## config.mk

```make
export PLATFORM = sky130hd
export DESIGN_NAME = apb_slave_mem_flat
export DESIGN_NICKNAME = d
export VERILOG_FILES = /design/src/rtl/apb_slave_mem_if.sv /design/src/rtl/apb_slave_mem.sv /design/src/flat_wrapper.sv
export SDC_FILE = /design/constraint.sdc
export NUM_CORES = 1
export LEC_CHECK = 0
export BUFFER_PORTS_ARGS = -buffer_cell sky130_fd_sc_hd__buf_2
export CAP_MARGIN = 40
export CORE_MARGIN = 5
export CORE_UTILIZATION = 60
export DETAILED_ROUTE_END_ITERATION = 7
export PLACE_DENSITY = 0.78
export SYNTH_ARGS = -nofsm -noshare
export SYNTH_HDL_FRONTEND = slang
export SYNTH_SLANG_ARGS = --single-unit
```

## constraint.sdc

```tcl
create_clock -name clk -period 6 [get_ports clk]
set_input_delay 0.6 -clock clk [delete_from_list [all_inputs] [get_ports clk]]
set_output_delay 0.6 -clock clk [all_outputs]
set_load 0.01 [all_outputs]
```

## src/rtl/apb_slave_mem_if.sv

```systemverilog
// APB bus between the team's APB master and apb_slave_mem.
// The slverr signal exists only when APB_SLVERR_EN is defined.
interface apb_slave_mem_if #(
  parameter int ADDR_WIDTH = 32,
  parameter int DATA_WIDTH = 32
);
  logic                    sel;
  logic                    enable;
  logic                    write;
  logic [ADDR_WIDTH-1:0]   addr;
  logic [DATA_WIDTH-1:0]   wdata;
  logic [DATA_WIDTH/8-1:0] strobe;
  logic                    ready;
  logic [DATA_WIDTH-1:0]   rdata;
`ifdef APB_SLVERR_EN
  logic                    slverr;

  modport master (
    output sel, enable, write, addr, wdata, strobe,
    input  ready, rdata, slverr
  );
  modport slave (
    input  sel, enable, write, addr, wdata, strobe,
    output ready, rdata, slverr
  );
`else
  modport master (
    output sel, enable, write, addr, wdata, strobe,
    input  ready, rdata
  );
  modport slave (
    input  sel, enable, write, addr, wdata, strobe,
    output ready, rdata
  );
`endif
endinterface

```

## src/rtl/apb_slave_mem.sv

```systemverilog
// APB completer backed by a word-addressed register memory with byte strobes and
// WAIT_CYCLES wait states. Optional out-of-range error output: APB_SLVERR_EN.
module apb_slave_mem #(
  parameter int ADDR_WIDTH  = 32,
  parameter int DATA_WIDTH  = 32,
  parameter int MEM_DEPTH   = 16,
  parameter int WAIT_CYCLES = 0
) (
  input  logic             clk,
  input  logic             rst_n,
  apb_slave_mem_if.slave   bus
);

  localparam int IDX_W   = $clog2(MEM_DEPTH);
  localparam int CNT_W   = 4;
  localparam int LANES   = DATA_WIDTH / 8;
  localparam logic [ADDR_WIDTH-1:0] DEPTH_A = ADDR_WIDTH'(MEM_DEPTH);
  localparam logic [CNT_W-1:0]      CNT_LOAD = CNT_W'(WAIT_CYCLES - 1);

  typedef enum logic [1:0] {
    IDLE = 2'd0,
    WAIT = 2'd1,
    RESP = 2'd2
  } state_t;

  state_t                  state_r;
  state_t                  state_nxt_s;
  logic [CNT_W-1:0]        cnt_r;
  logic [CNT_W-1:0]        cnt_nxt_s;
  logic [DATA_WIDTH-1:0]   mem_r [MEM_DEPTH];
  logic                    in_range_s;
  logic [IDX_W-1:0]        idx_s;
  logic                    commit_s;

  assign in_range_s = (bus.addr < DEPTH_A);
  assign idx_s      = bus.addr[IDX_W-1:0];

  // A write lands only at the end of a legal, in-range access phase.
  assign commit_s = (state_r == RESP) && bus.sel && bus.enable && bus.write && in_range_s;

  // State and wait-counter registers.
  always_ff @(posedge clk or negedge rst_n) begin
    if (!rst_n) begin
      state_r <= IDLE;
      cnt_r   <= {CNT_W{1'b0}};
    end else begin
      state_r <= state_nxt_s;
      cnt_r   <= cnt_nxt_s;
    end
  end

  // Next-state logic: setup phases are only honoured from IDLE.
  always_comb begin
    state_nxt_s = state_r;
    cnt_nxt_s   = cnt_r;
    case (state_r)
      IDLE: begin
        if (bus.sel && !bus.enable) begin
          if (WAIT_CYCLES == 0) begin
            state_nxt_s = RESP;
          end else begin
            cnt_nxt_s   = CNT_LOAD;
            state_nxt_s = WAIT;
          end
        end else begin
          state_nxt_s = IDLE;
        end
      end
      WAIT: begin
        if (!bus.sel) begin
          state_nxt_s = IDLE;
        end else if (cnt_r == {CNT_W{1'b0}}) begin
          state_nxt_s = RESP;
        end else begin
          cnt_nxt_s = cnt_r - {{(CNT_W-1){1'b0}}, 1'b1};
        end
      end
      RESP: begin
        state_nxt_s = IDLE;
      end
      default: begin
        state_nxt_s = IDLE;
        cnt_nxt_s   = {CNT_W{1'b0}};
      end
    endcase
  end

  // Memory array with per-byte-lane write enables.
  always_ff @(posedge clk or negedge rst_n) begin
    if (!rst_n) begin
      for (int w = 0; w < MEM_DEPTH; w++) begin
        mem_r[w] <= {DATA_WIDTH{1'b0}};
      end
    end else if (commit_s) begin
      for (int b = 0; b < LANES; b++) begin
        if (bus.strobe[b]) begin
          mem_r[idx_s][8*b +: 8] <= bus.wdata[8*b +: 8];
        end
      end
    end
  end

  // Response outputs decoded from the state; read data is zero outside a read RESP.
  always_comb begin
    bus.ready = 1'b0;
    bus.rdata = {DATA_WIDTH{1'b0}};
    if (state_r == RESP) begin
      bus.ready = 1'b1;
      if (!bus.write && in_range_s) begin
        bus.rdata = mem_r[idx_s];
      end else begin
        bus.rdata = {DATA_WIDTH{1'b0}};
      end
    end else begin
      bus.ready = 1'b0;
    end
  end

`ifdef APB_SLVERR_EN
  assign bus.slverr = (state_r == RESP) && !in_range_s;
`endif

endmodule

```

## src/flat_wrapper.sv

```systemverilog
// flat-port wrapper written by rule: the top's interface ports become plain ports
module apb_slave_mem_flat 
#(
  parameter int ADDR_WIDTH  = 32,
  parameter int DATA_WIDTH  = 32,
  parameter int MEM_DEPTH   = 16,
  parameter int WAIT_CYCLES = 0
)
  (clk, rst_n, bus_sel, bus_enable, bus_write, bus_addr, bus_wdata, bus_strobe, bus_ready, bus_rdata);
  apb_slave_mem_if #(.ADDR_WIDTH(ADDR_WIDTH), .DATA_WIDTH(DATA_WIDTH)) bus_i ();
  input  logic clk;
  input  logic rst_n;
  input wire logic [$bits(bus_i.sel)-1:0] bus_sel;
  input wire logic [$bits(bus_i.enable)-1:0] bus_enable;
  input wire logic [$bits(bus_i.write)-1:0] bus_write;
  input wire logic [$bits(bus_i.addr)-1:0] bus_addr;
  input wire logic [$bits(bus_i.wdata)-1:0] bus_wdata;
  input wire logic [$bits(bus_i.strobe)-1:0] bus_strobe;
  output wire logic [$bits(bus_i.ready)-1:0] bus_ready;
  output wire logic [$bits(bus_i.rdata)-1:0] bus_rdata;
  assign bus_i.sel = bus_sel;
  assign bus_i.enable = bus_enable;
  assign bus_i.write = bus_write;
  assign bus_i.addr = bus_addr;
  assign bus_i.wdata = bus_wdata;
  assign bus_i.strobe = bus_strobe;
  assign bus_ready = bus_i.ready;
  assign bus_rdata = bus_i.rdata;
  apb_slave_mem #(.ADDR_WIDTH(ADDR_WIDTH), .DATA_WIDTH(DATA_WIDTH), .MEM_DEPTH(MEM_DEPTH), .WAIT_CYCLES(WAIT_CYCLES)) u_core (.clk(clk), .rst_n(rst_n), .bus(bus_i));
endmodule
```

# After elaboration in Yosys (flattened, before gate mapping)
# Cells that the tools add are included.
dict set report classes {
  n_lt_le_gt_ge 3
  n_eq_ne 5
  reduce_logical 13
  muxes 32
  bitwise 2
  n_addsub 1
}
# op count
set op_table {}
lappend op_table {{$mux 512} 7}
lappend op_table {{$bwmux 512} 4}
lappend op_table {{$demux 32 s4} 4}
lappend op_table {{$mux 32} 5}
lappend op_table {{$bmux 32 s4} 1}
lappend op_table {{$lt 32x5->1 const B} 1}
lappend op_table {{$mux 24} 1}
lappend op_table {{$mux 16} 1}
lappend op_table {{$mux 4} 2}
lappend op_table {{$mux 8} 1}
lappend op_table {{$pmux 4 s2} 1}
lappend op_table {{$logic_and 1x1->1} 7}
lappend op_table {{$mux 2} 3}
lappend op_table {{$ge 5x5->1 const B} 1}
lappend op_table {{$lt 5x1->1 const B} 1}
lappend op_table {{$not 4->5} 1}
lappend op_table {{$logic_not 4->1} 1}
lappend op_table {{$ne 2x2->1 const B} 2}
lappend op_table {{$pmux 2 s2} 1}
lappend op_table {{$sub 4x1->4 const B} 1}
lappend op_table {{$ne 3x2->1 const B} 1}
lappend op_table {{$reduce_and 3->1} 1}
lappend op_table {{$eq 2x1->1 const B} 1}
lappend op_table {{$eq 2x2->1 const B} 1}
lappend op_table {{other kinds (5)} 6}
dict set report word_totals {
  regBits 518
}

# Depth between registers and ports, before layout
# Gate-level depths: netlist of the first run.
dict set report logic_depth {
  ltp_word 16
  ltp_mapped 7
}

# Worst setup path before layout of the first run
# No wires, ideal clock.
dict set report synth_path {
  path_kind {input-to-output}
  from {in bus_addr[0]}
  to {out bus_rdata[0]}
  path_slack_ps 3051
  arrival_time_ps 2349
  path_stages 6
  path_cell_list {buf_2 clkbuf_1 buf_1 mux4_2 a22oi_1 a21oi_1}
}
dict set report synth_between {
  elab_chain_len 6
  word_cells_on_any_way 8
  cone_classes {1 x order compare; 5 x mux; 1 x bitwise; 1 x reduce/logical}
}
# element line_no
set synth_rtl {}
lappend synth_rtl {{start: declaration} flat_wrapper.sv:16} ;# input wire logic [$bits(bus_i.addr)-1:0] bus_addr;
lappend synth_rtl {{branches (longest 4 deep; another with $lt 32x5->1)} --}
lappend synth_rtl {{$mux 32 *} apb_slave_mem.sv:109} ;# if (!bus.write && in_range_s) begin
lappend synth_rtl {{$mux 32 *} apb_slave_mem.sv:107} ;# if (state_r == RESP) begin
lappend synth_rtl {{end: declaration} flat_wrapper.sv:20} ;# output wire logic [$bits(bus_i.rdata)-1:0] bus_rdata;
# Mark *: on every way between the ends. The select of a mux whose other input is x is not followed.

# Worst setup path in the final report of the first run
dict set report layout_path {
  from {in bus_addr[0]}
  to {out bus_rdata[20]}
}
# Same word-level chain as after synthesis.

==> results of run 1 <==
==> synthesized netlist by cell type, types with 3 or more instances <==
cell type | instances | share of area [%]
buf_2 | 31 | 0.64
buf_6 | 3 | 0.14
clkbuf_1 | 64 | 0.99
mux4_2 | 128 | 12
dfrtp_1 | 513 | 53
nand4_2 | 6 | 0.31
buf_1 | 10 | 0.16
nor2_1 | 3 | 0.047
nand4_4 | 10 | 0.88
or4_4 | 3 | 0.14
mux2_2 | 501 | 23
a22oi_1 | 64 | 2.0
nand3_1 | 6 | 0.12
buf_4 | 5 | 0.16
inv_1 | 6 | 0.093
nor4_2 | 4 | 0.21
mux2_1 | 11 | 0.51
nor4_4 | 40 | 3.5
or4_1 | 13 | 0.40
nor4_1 | 3 | 0.078
a21oi_1 | 32 | 0.66
==> area by class of cell <==
class | instances | area [um2] | area share (%)
well taps | 525 | 657 | 2.42
inverters | 6 | 22.5 | 0.0831
flip-flops and latches | 513 | 12800 | 47.4
repair buffers | 140 | 996 | 3.68
diodes | 4 | 10.0 | 0.0369
clock buffers | 77 | 1500 | 5.52
clock inverters | 16 | 225 | 0.831
multi-input cells | 842 | 10800 | 40.0
==> per-stage QoR <==
stage	hold WS [ns]	power, W
after floorplan	0.304	0.00365
after global placement	0.443	0.00380
after detailed placement	0.449	0.00382
after CTS	0.237	0.00708
after global routing	0.262	0.00724
final	0.271	0.00702
==> layer usage <==
layer  track usage, %  wire length [um]  share of wire [%]  vias to the layer above
met1             34.5             23100                 42                     7404
met2             41.7             27800                 50                      328
met5                0                 0                  0                        -
met3             4.35              2530                4.6                      102
met4             9.01              1750                3.2                        0
li1                 -                 -                  -                     5866
==> worst paths after layout <==
kind	cells after the start	end	slack, ns	from
setup / recovery	6	bus_rdata[20]	2.16	bus_addr[0]
hold / removal	2	u_core.state_r[1]	0.27	bus_enable
setup reg to reg	6	u_core.mem_r[407]	3.17	u_core.state_r[1]
hold reg to reg	1	u_core.state_r[1]	0.46	u_core.state_r[1]
max in group asynchronous	3	u_core.mem_r[358]	4.05	rst_n
min in group asynchronous	2	u_core.mem_r[110]	0.55	rst_n
==> worst max-delay path, delay by kind of cell <==
| family | cells | cell delay, ns |
|---|---|---|
| AO/OA/AOI/OAI | 2 | 0.46 |
| buffers and inverters | 3 | 1.51 |
| multiplexers | 1 | 0.59 |
==> cell families (layout without fill, tap and decap cells) <==
| kind of cell | after synthesis | after routing |
|---|---|---|
| DFF | 513 | 513 |
| and+or+nand+nor | 106 | 106 |
| other | 0 | 4 |
| muxes | 640 | 640 |
| buffers and inverters | 120 | 239 |
| AOI/OAI and AO/OA | 96 | 96 |
==> state kept, by name, summed over array words and instances, names as in the netlist <==
signal and flops:
u_core.state_r 1, u_core.mem_r 512
==> report_power, final <==
part / switching, W / internal, W
clock: 0.00133 / 0.00193
sequential: 0.000000270 / 0.00346
combinational: 0.000217 / 0.0000740
total: 0.00155 / 0.00547
==> impl_metrics.toml, run 1 <==
[placement]
place_congestion = 0.755
dp_hpwl_um = 34000
dp_cells = 2023
io_buffers = 105
dpl_cell_area_mm2 = 0.0253
dpl_worst_slack_ns = 2.09

[yosys]
synth_mux_area_share_pct = 35.7
synthAdderAreaFrac_pct = 0
ys.flop_type = "dfrtp_1"
ys_seq_elements = 513
synth_top_family_by_area = "multiplexers"
syn_area_mm2 = 0.0242
yosys_warnings = 0
synth_edf_count = 0
syn_inst = 1475
synthSimpleGateAreaFrac_pct = 6.34
synth_nets = 1548
synth-xor-area-share_pct = 0
synthDistinctLibCells = 35
syn_avg_cell_area_um2 = 16.4
synth_compound_area_share_pct = 2.65
ys_seq_area_share_pct = 53.0
async_flop_share_pct = 100

[die]
fp-row-count = 73
die_h_um = 211
die_w_um = 211
die_area_mm2 = 0.0445
core_area_mm2 = 0.0398
io_pins = 106
initial_utilization_pct = 60.8

[worst_setup_path]
slowest_delay_ns = 0.71
crit_chain = "clkbuf_8 -> buf_4 -> mux4_2 -> a22oi_1 -> a21oi_1 -> buf_2"
required_ns = 5.40
path_class = "in -> out"
start_kind = "input port"
crit_path_max_fanout = 66
cpMaxStageDelayCell = "buf_4"
crit_arrival_ns = 3.24
end_kind = "output pin"

[clock_network]
cts_max_path_buffers = 3
cts_made_buffers = 51
postCtsHoldBufs = 1
clock_latency_ns = 0.59
cts_tree = "yes"
post_cts_buffers = 0
cts_resized = 0
h-tree-depth = 2
path_clk_slew_ns = 0.06
cts.sinks = 513
cts_root_buf = "clkbuf_16"

[drt]
drc = 0
route.detailed.wl_per_inst_um = 26.0
vias_per_cell = 6.45
drtPass1Iterations = 5
antenna_left = 0
vias = 13700
drtIter0Drc = 907
wl_um = 55200

[finish]
drive_above_1_share_pct = 57.5
final_util_pct = 68.0
fin_nets = 1627
final_cell_mix = "dfrtp_1, mux2_2, mux4_2, buf_2, a22oi_1"
area_delta_synth_final_pct = 11.9
fillers = 2761
final_cells = 2123
layout_commonest_cell = "dfrtp_1"
fin_area_mm2 = 0.0271

[run_status]
outcome = "complete, no violations"

[sta]
min_period_ns = 3.84
tns_ns = 0
fin_crit_sh_pct = 64.0
setup_viol = 0
fin_ws_ns = 2.16
worst_pin_slew_ns = 1.07
max_slew_margin_pct = 28.5
rsz0062_at_grt = "false"
clock-skew-final_ns = 0.0146
final_hold_viol_count = 0
maxSlewViolCount = 0
fmax_ghz = 0.260

[power]
ir_worst_vdd_mv = 0.227
p_leak_nw = 13.1
power.density_mw_per_mm2 = 259

[min_path]
hold_path_class = "in -> reg"

[job]
maxCapViolCount = 0

[global_routing]
antenna_found_initial = 5
grt_pass1_vias = 14800
grt_pass1_wl_um = 87500
track_usage_pct = 25.3
overflow = 0
grt_max_degree = 192
No activity file was read; power rests on OpenSTA's default activity.
==> run 2: changes to the inputs <==
--- a/config.mk
+++ b/config.mk
@@ -5,12 +5,13 @@
 export SDC_FILE = /design/constraint.sdc
 export NUM_CORES = 1
 export LEC_CHECK = 0
+export ABC_AREA = 1
 export BUFFER_PORTS_ARGS = -buffer_cell sky130_fd_sc_hd__buf_2
 export CAP_MARGIN = 40
 export CORE_MARGIN = 5
-export CORE_UTILIZATION = 60
+export CORE_UTILIZATION = 56
 export DETAILED_ROUTE_END_ITERATION = 7
-export PLACE_DENSITY = 0.78
+export PLACE_DENSITY = 0.76
 export SYNTH_ARGS = -nofsm -noshare
 export SYNTH_HDL_FRONTEND = slang
 export SYNTH_SLANG_ARGS = --single-unit
==> constraint.sdc (replaced) <==
create_clock -name clk -period 3.45 [get_ports clk]
set_input_delay 0.345 -clock clk [delete_from_list [all_inputs] [get_ports clk]]
set_output_delay 0.345 -clock clk [all_outputs]
set_load 0.01 [all_outputs]
==> run 2 against run 1 <==
Compared with the run above: critical path depth is 2 lower; power rose by 86%; wire length is 55% higher; non-clock buffer count grew 77; final cell count increased by 100%; global-route usage grew 8.3 points; cell area is 7.4% higher; flip-flop and latch count stayed put; area after synthesis rose by 7.3%; clock skew down 0.0038 ns; first-iteration DRC count grew to 4.3 times the previous value.
==> impl_metrics.toml, run 2 <==
[run_status]
outcome = "complete, no violations"

[yosys]
yosys.area.top_type = "dfrtp_1"
ys_seq_elements = 513
syn_area_mm2 = 0.0260
syn_inst = 3647
synth_nets = 3720
ys_seq_area_share_pct = 49.4
synthAdderAreaFrac_pct = 0
syn_avg_cell_area_um2 = 7.12
yosysMostFrequentCell = "nand2_1"
synth_top_area_share_pct = 49.4
synthSimpleGateAreaFrac_pct = 41.6
yosys_warnings = 0
yosys-top-cells-count = "nand2_1, nor2_1, nand3_1, dfrtp_1, o21ai_0"
ys.flop_type = "dfrtp_1"
synth_top_family_by_area = "simple AND/OR/NAND/NOR gates"
synth.area.top_cells = "dfrtp_1, nand2_1, nor2_1"
synth_edf_count = 0
synth-xor-area-share_pct = 0
synth_compound_area_share_pct = 3.70
synthDistinctLibCells = 19
synth_mux_area_share_pct = 0
async_flop_share_pct = 100

[drt]
drtIter0Drc = 3856
wl_um = 85700
antenna_left = 0
vias = 25400
vias_per_cell = 5.91
drtPass1Iterations = 6
route.detailed.wl_per_inst_um = 20.0
drc = 0

[power]
p_sw_w = 0.00332
ir_worst_vdd_mv = 0.416
power.share.clock_pct = 45.1
power.density_mw_per_mm2 = 448
p_leak_nw = 15.9
switching_share_pct = 25.4
p_int_w = 0.00972
p_seq_share_pct = 46.2
combPwrFrac_pct = 8.7

[finish]
fin_nets = 3712
multi_input_area_mm2 = 0.0118
fillers = 4126
area_delta_synth_final_pct = 12.0
layout_commonest_cell = "nand2_1"
seqCellArea_mm2 = 0.0128
largest_reg_flops = 512
final_cell_mix = "nand2_1, nor2_1, nand3_1, dfrtp_1, o21ai_0"
final_cells = 4291
drive_above_1_share_pct = 8.75
top_regs = "u_core.mem_r: 512 flops, u_core.state_r: 1 flops"
regMostFlops = "u_core.mem_r"

[clock_network]
cts_tree = "yes"
postCtsHoldBufs = 3
cts_made_buffers = 54
cts_root_buf = "clkbuf_16"
clock_latency_ns = 0.61
path_clk_slew_ns = 0.06
h-tree-depth = 2
cts_max_path_buffers = 3
cts.sinks = 513
post_cts_buffers = 0
cts_resized = 0

[sta]
setup_viol = 0
fmax_ghz = 0.366
maxSlewViolCount = 0
clock-skew-final_ns = 0.0108
fin_crit_sh_pct = 79.1
final_hold_viol_count = 0
rsz0062_at_grt = "false"
max_slew_margin_pct = 42.5
worst_pin_slew_ns = 0.858
min_period_ns = 2.73
tns_ns = 0

[worst_setup_path]
path_class = "reg -> out"
crit_path_max_fanout = 16
rr_worst_depth = 7
required_ns = 3.11
crit_arrival_ns = 2.38
end_kind = "output pin"
start_kind = "flip-flop"

[min_path]
hold_path_class = "in -> reg"
whs_path_depth = 3

[job]
maxCapViolCount = 0

[global_routing]
antenna_found_initial = 10
grt_max_degree = 129
grt_pass1_wl_um = 136000
grt_pass1_vias = 23700
use_met3_pct = 7.76
track_usage_pct = 33.6
use_met1_pct = 49.6
grt_use_met2_pct = 48.5
busiest_layer = "met1"
overflow = 0

[placement]
dp_hpwl_um = 53800
io_buffers = 105
place_congestion = 0.892
dp_cells = 4187

[die]
die_h_um = 225
die_w_um = 225
io_pins = 106
die_area_mm2 = 0.0508
initial_utilization_pct = 56.1
core_area_mm2 = 0.0463
fp-row-count = 79
[run 2: worst max-delay path, stage by stage (launching register included)]
cell      delay [ns]
dfrtp_1         0.40
nand3b_2        0.51
buf_4           0.42
nor3_1          0.25
buf_2           0.20
[run 2: logic make-up after synthesis]
group,count (synthesis)
AO/OA/AOI/OAI,192
buffers and inverters,328
flip-flops,513
AND/OR/NAND/NOR,2614
[run 2: cell type report]
| type | instances | area share, % |
|---|---|---|
| Multi-Input combinational cell | 2806 | 40.7 |
| Tap cell | 607 | 2.61 |
| Timing Repair Buffer | 217 | 5.86 |
| Sequential cell | 513 | 44.1 |
| Inverter | 47 | 0.619 |
| Clock inverter | 10 | 0.344 |
| Clock buffer | 87 | 5.74 |
| Antenna cell | 4 | 0.0344 |
[run 2: metrics by stage]
step                area (um2)  util, %  hold WS, ns  total power, W  setup WS (ns)
floorplan                26000        -       0.0494         0.00673           1.46
global placement         27200     58.8        0.378         0.00722          0.742
detailed placement       27300     59.0        0.381         0.00723          0.790
CTS                      29100     62.9        0.157          0.0130          0.726
global route             29100     62.9        0.184          0.0134          0.535
finish                   29100     62.9        0.188          0.0130          0.721
[run 2: power by group through the flow]
stage	registers, W	clock network [W]	logic (W)
after floorplan	0.00613	0	0.000603
after global placement	0.00613	0	0.00110
after detailed placement	0.00613	0	0.00111
after CTS	0.00602	0.00591	0.00111
after global routing	0.00601	0.00615	0.00124
final	0.00602	0.00588	0.00114
[run 2: routing by layer]
| layer | routed length, um | share of wire (%) |
|---|---|---|
| met5 | 34 | 0.040 |
| met4 | 3490 | 4.1 |
| met3 | 10600 | 12 |
| met2 | 36900 | 43 |
| met1 | 34700 | 41 |
[run 2: worst paths after layout]
check,start,end,slack [ns]
min in group asynchronous,rst_n,u_core.mem_r[243],0.28
worst max-delay path,u_core.state_r[1],bus_rdata[11],0.72
worst min-delay path,bus_wdata[8],u_core.mem_r[488],0.19
worst min register to register,u_core.mem_r[166],u_core.mem_r[166],0.48
worst max register to register,u_core.state_r[1],u_core.mem_r[302],1.15
max in group asynchronous,rst_n,u_core.mem_r[329],1.94
==> run 3: changes to the inputs <==
--- a/config.mk
+++ b/config.mk
@@ -5,7 +5,7 @@
 export SDC_FILE = /design/constraint.sdc
 export NUM_CORES = 1
 export LEC_CHECK = 0
-export ABC_AREA = 1
+export ABC_AREA = 0
 export BUFFER_PORTS_ARGS = -buffer_cell sky130_fd_sc_hd__buf_2
 export CAP_MARGIN = 40
 export CORE_MARGIN = 5
==> constraint.sdc (replaced) <==
create_clock -name clk -period 2.43 [get_ports clk]
set_input_delay 0.243 -clock clk [delete_from_list [all_inputs] [get_ports clk]]
set_output_delay 0.243 -clock clk [all_outputs]
set_load 0.01 [all_outputs]
==> run 3 against run 2 <==
Compared with the run above: worst setup slack worse by 0.69 ns; critical endpoint is now bus_rdata[18]; highest routed layer unchanged; first-iteration DRC count decreased by 78%; critical path type unchanged; clock power rose by 38%; wire length down 34%; largest power group unchanged; clock skew is 0.0088 ns higher.
==> impl_metrics.toml, run 3 (synthesis results as in run 1) <==
[run_status]
outcome = "complete, no violations"

[drt]
drtPass1Iterations = 5
vias = 14000
wl_um = 56300
drc = 0
route.detailed.wl_per_inst_um = 24.9
antenna_left = 0
drtIter0Drc = 850
vias_per_cell = 6.20

[power]
power.share.clock_pct = 46.5
combPwrFrac_pct = 4.5
switching_share_pct = 22.0
p_leak_nw = 13.7
ir_worst_vdd_mv = 0.519
p_int_w = 0.0136
p_sw_w = 0.00384
p_total_w = 0.0174
p_seq_share_pct = 49.0
power.density_mw_per_mm2 = 613

[finish]
regMostFlops = "u_core.mem_r"
area_delta_synth_final_pct = 17.7
layout_commonest_cell = "dfrtp_1"
drive_above_1_share_pct = 61.5
final_cell_mix = "dfrtp_1, mux2_2, mux4_2, buf_2, buf_4"
top_regs = "u_core.mem_r: 512 flops, u_core.state_r: 1 flops"
fin_area_mm2 = 0.0285
largest_reg_flops = 512
diodes = 0
fin_nets = 1710

[sta]
fin_crit_sh_pct = 98.8
maxSlewViolCount = 0
min_period_ns = 2.40
setup_viol = 0
max_slew_margin_pct = 62.5
fmax_ghz = 0.416
worst_pin_slew_ns = 0.563
clock-skew-final_ns = 0.0196
final_hold_viol_count = 0
rsz0062_at_grt = "true"

[die]
fp-row-count = 76
die_w_um = 218
die_h_um = 218
io_pins = 106
core_area_mm2 = 0.0429
initial_utilization_pct = 56.4
die_area_mm2 = 0.0475

[clock_network]
cts_tree = "yes"
cts_made_buffers = 52
clock_latency_ns = 0.59
path_clk_slew_ns = 0.06
cts_max_path_buffers = 3
cts.sinks = 513
cts_root_buf = "clkbuf_16"
h-tree-depth = 2

[worst_setup_path]
start_kind = "flip-flop"
critPathBufInv = 3
crit_arrival_ns = 2.16
end_kind = "output pin"
path_class = "reg -> out"
slowest_delay_ns = 0.37
required_ns = 2.19
critPathMostFrequentCell = "buf_6"
cp_top_family = "buffers and inverters"
crit_chain = "nor4b_4 -> and3_1 -> nand4_1 -> buf_6 -> buf_6 -> a21oi_2 -> buf_2"
crit_path_max_fanout = 8
cpMaxStageDelayCell = "dfrtp_1"

[global_routing]
antenna_found_initial = 2
overflow = 0
grt_pass1_vias = 15600
grt_pass1_wl_um = 88600
track_usage_pct = 23.6
grt_max_degree = 78

[min_path]
hold_path_class = "in -> reg"

[job]
maxCapViolCount = 0

[placement]
io_buffers = 105
place_congestion = 0.785
dpl_cell_area_mm2 = 0.0263
dp_hpwl_um = 35500
[run 3: cell count changes in the layout (fill, tap and decap cells not counted), sizes merged, moves of 21 or more]
cell / before / now
a22oi: 0 / 64
nor4: 0 / 47
a21oi: 0 / 32
inv: 28 / 6
nand4: 48 / 18
nor2: 750 / 3
mux4: 0 / 128
nor3: 33 / 3
o21ai: 192 / 0
clkinv: 27 / 6
nand2: 1248 / 0
nand3: 534 / 8
mux2: 0 / 512
[run 3: routing by layer]
metal  track usage (%)  wire length, um  vias to the layer above
met3              4.75             2710                       97
met5                 0               21                        -
met4              7.72             1420                        4
li1                  -                -                     6025
met2              38.9            28600                      319
met1              32.1            23600                     7558
[run 3: repair_timing]
action | in CTS | in global routing
gates cloned | 0 | 3
setup buffers | 0 | 3
gates resized for setup | 4 | 65
hold buffers | 3 | 0
endpoints found under the hold margin | 44 | 0
endpoints found under the setup margin | 17 | 32
[run 3: metrics by stage]
step                setup TNS [ns]  utilization [%]  hold slack, ns  std cells  setup slack, ns
global route                 -2.24             66.4           0.104       2260          -0.0974
detailed placement               0             61.2           0.235       2159           0.0234
finish                           0             66.4          0.0956       2260           0.0283
CTS                              0             65.4          0.0638       2254          0.00172
floorplan                        0                -         -0.0526       1475            0.195
global placement                 0             61.2           0.235       2158           0.0712
[run 3: power by group through the flow]
| stage | sequential, W | clock [W] | combinational, W |
|---|---|---|---|
| after detailed placement | 0.00870 | 0 | 0.000790 |
| final | 0.00854 | 0.00812 | 0.000785 |
| after floorplan | 0.00870 | 0 | 0.000320 |
| after CTS | 0.00854 | 0.00827 | 0.000799 |
| after global placement | 0.00870 | 0 | 0.000769 |
| after global routing | 0.00854 | 0.00864 | 0.000860 |
[run 3: final timing paths]
| kind | slack (ns) | from | endpoint | cells past startpoint |
|---|---|---|---|---|
| hold reg to reg | 0.49 | u_core.mem_r[316] | u_core.mem_r[316] | 1 |
| hold / removal | 0.1 | bus_wdata[25] | u_core.mem_r[57] | 2 |
| setup reg to reg | 0.13 | u_core.state_r[1] | u_core.mem_r[211] | 8 |
| min in group asynchronous | 0.21 | rst_n | u_core.mem_r[361] | 2 |
| max in group asynchronous | 1.39 | rst_n | u_core.mem_r[178] | 3 |
| setup / recovery | 0.03 | u_core.state_r[1] | bus_rdata[18] | 7 |
[run 3: cell type report]
type / count / area, um2
clock buffer: 82 / 1610
clock inverter: 10 / 139
fill: 2910 / 14400
inverter: 6 / 22.5
multi-input combinational: 842 / 11100
sequential: 513 / 12800
tap: 585 / 732
timing repair buffer: 222 / 2030
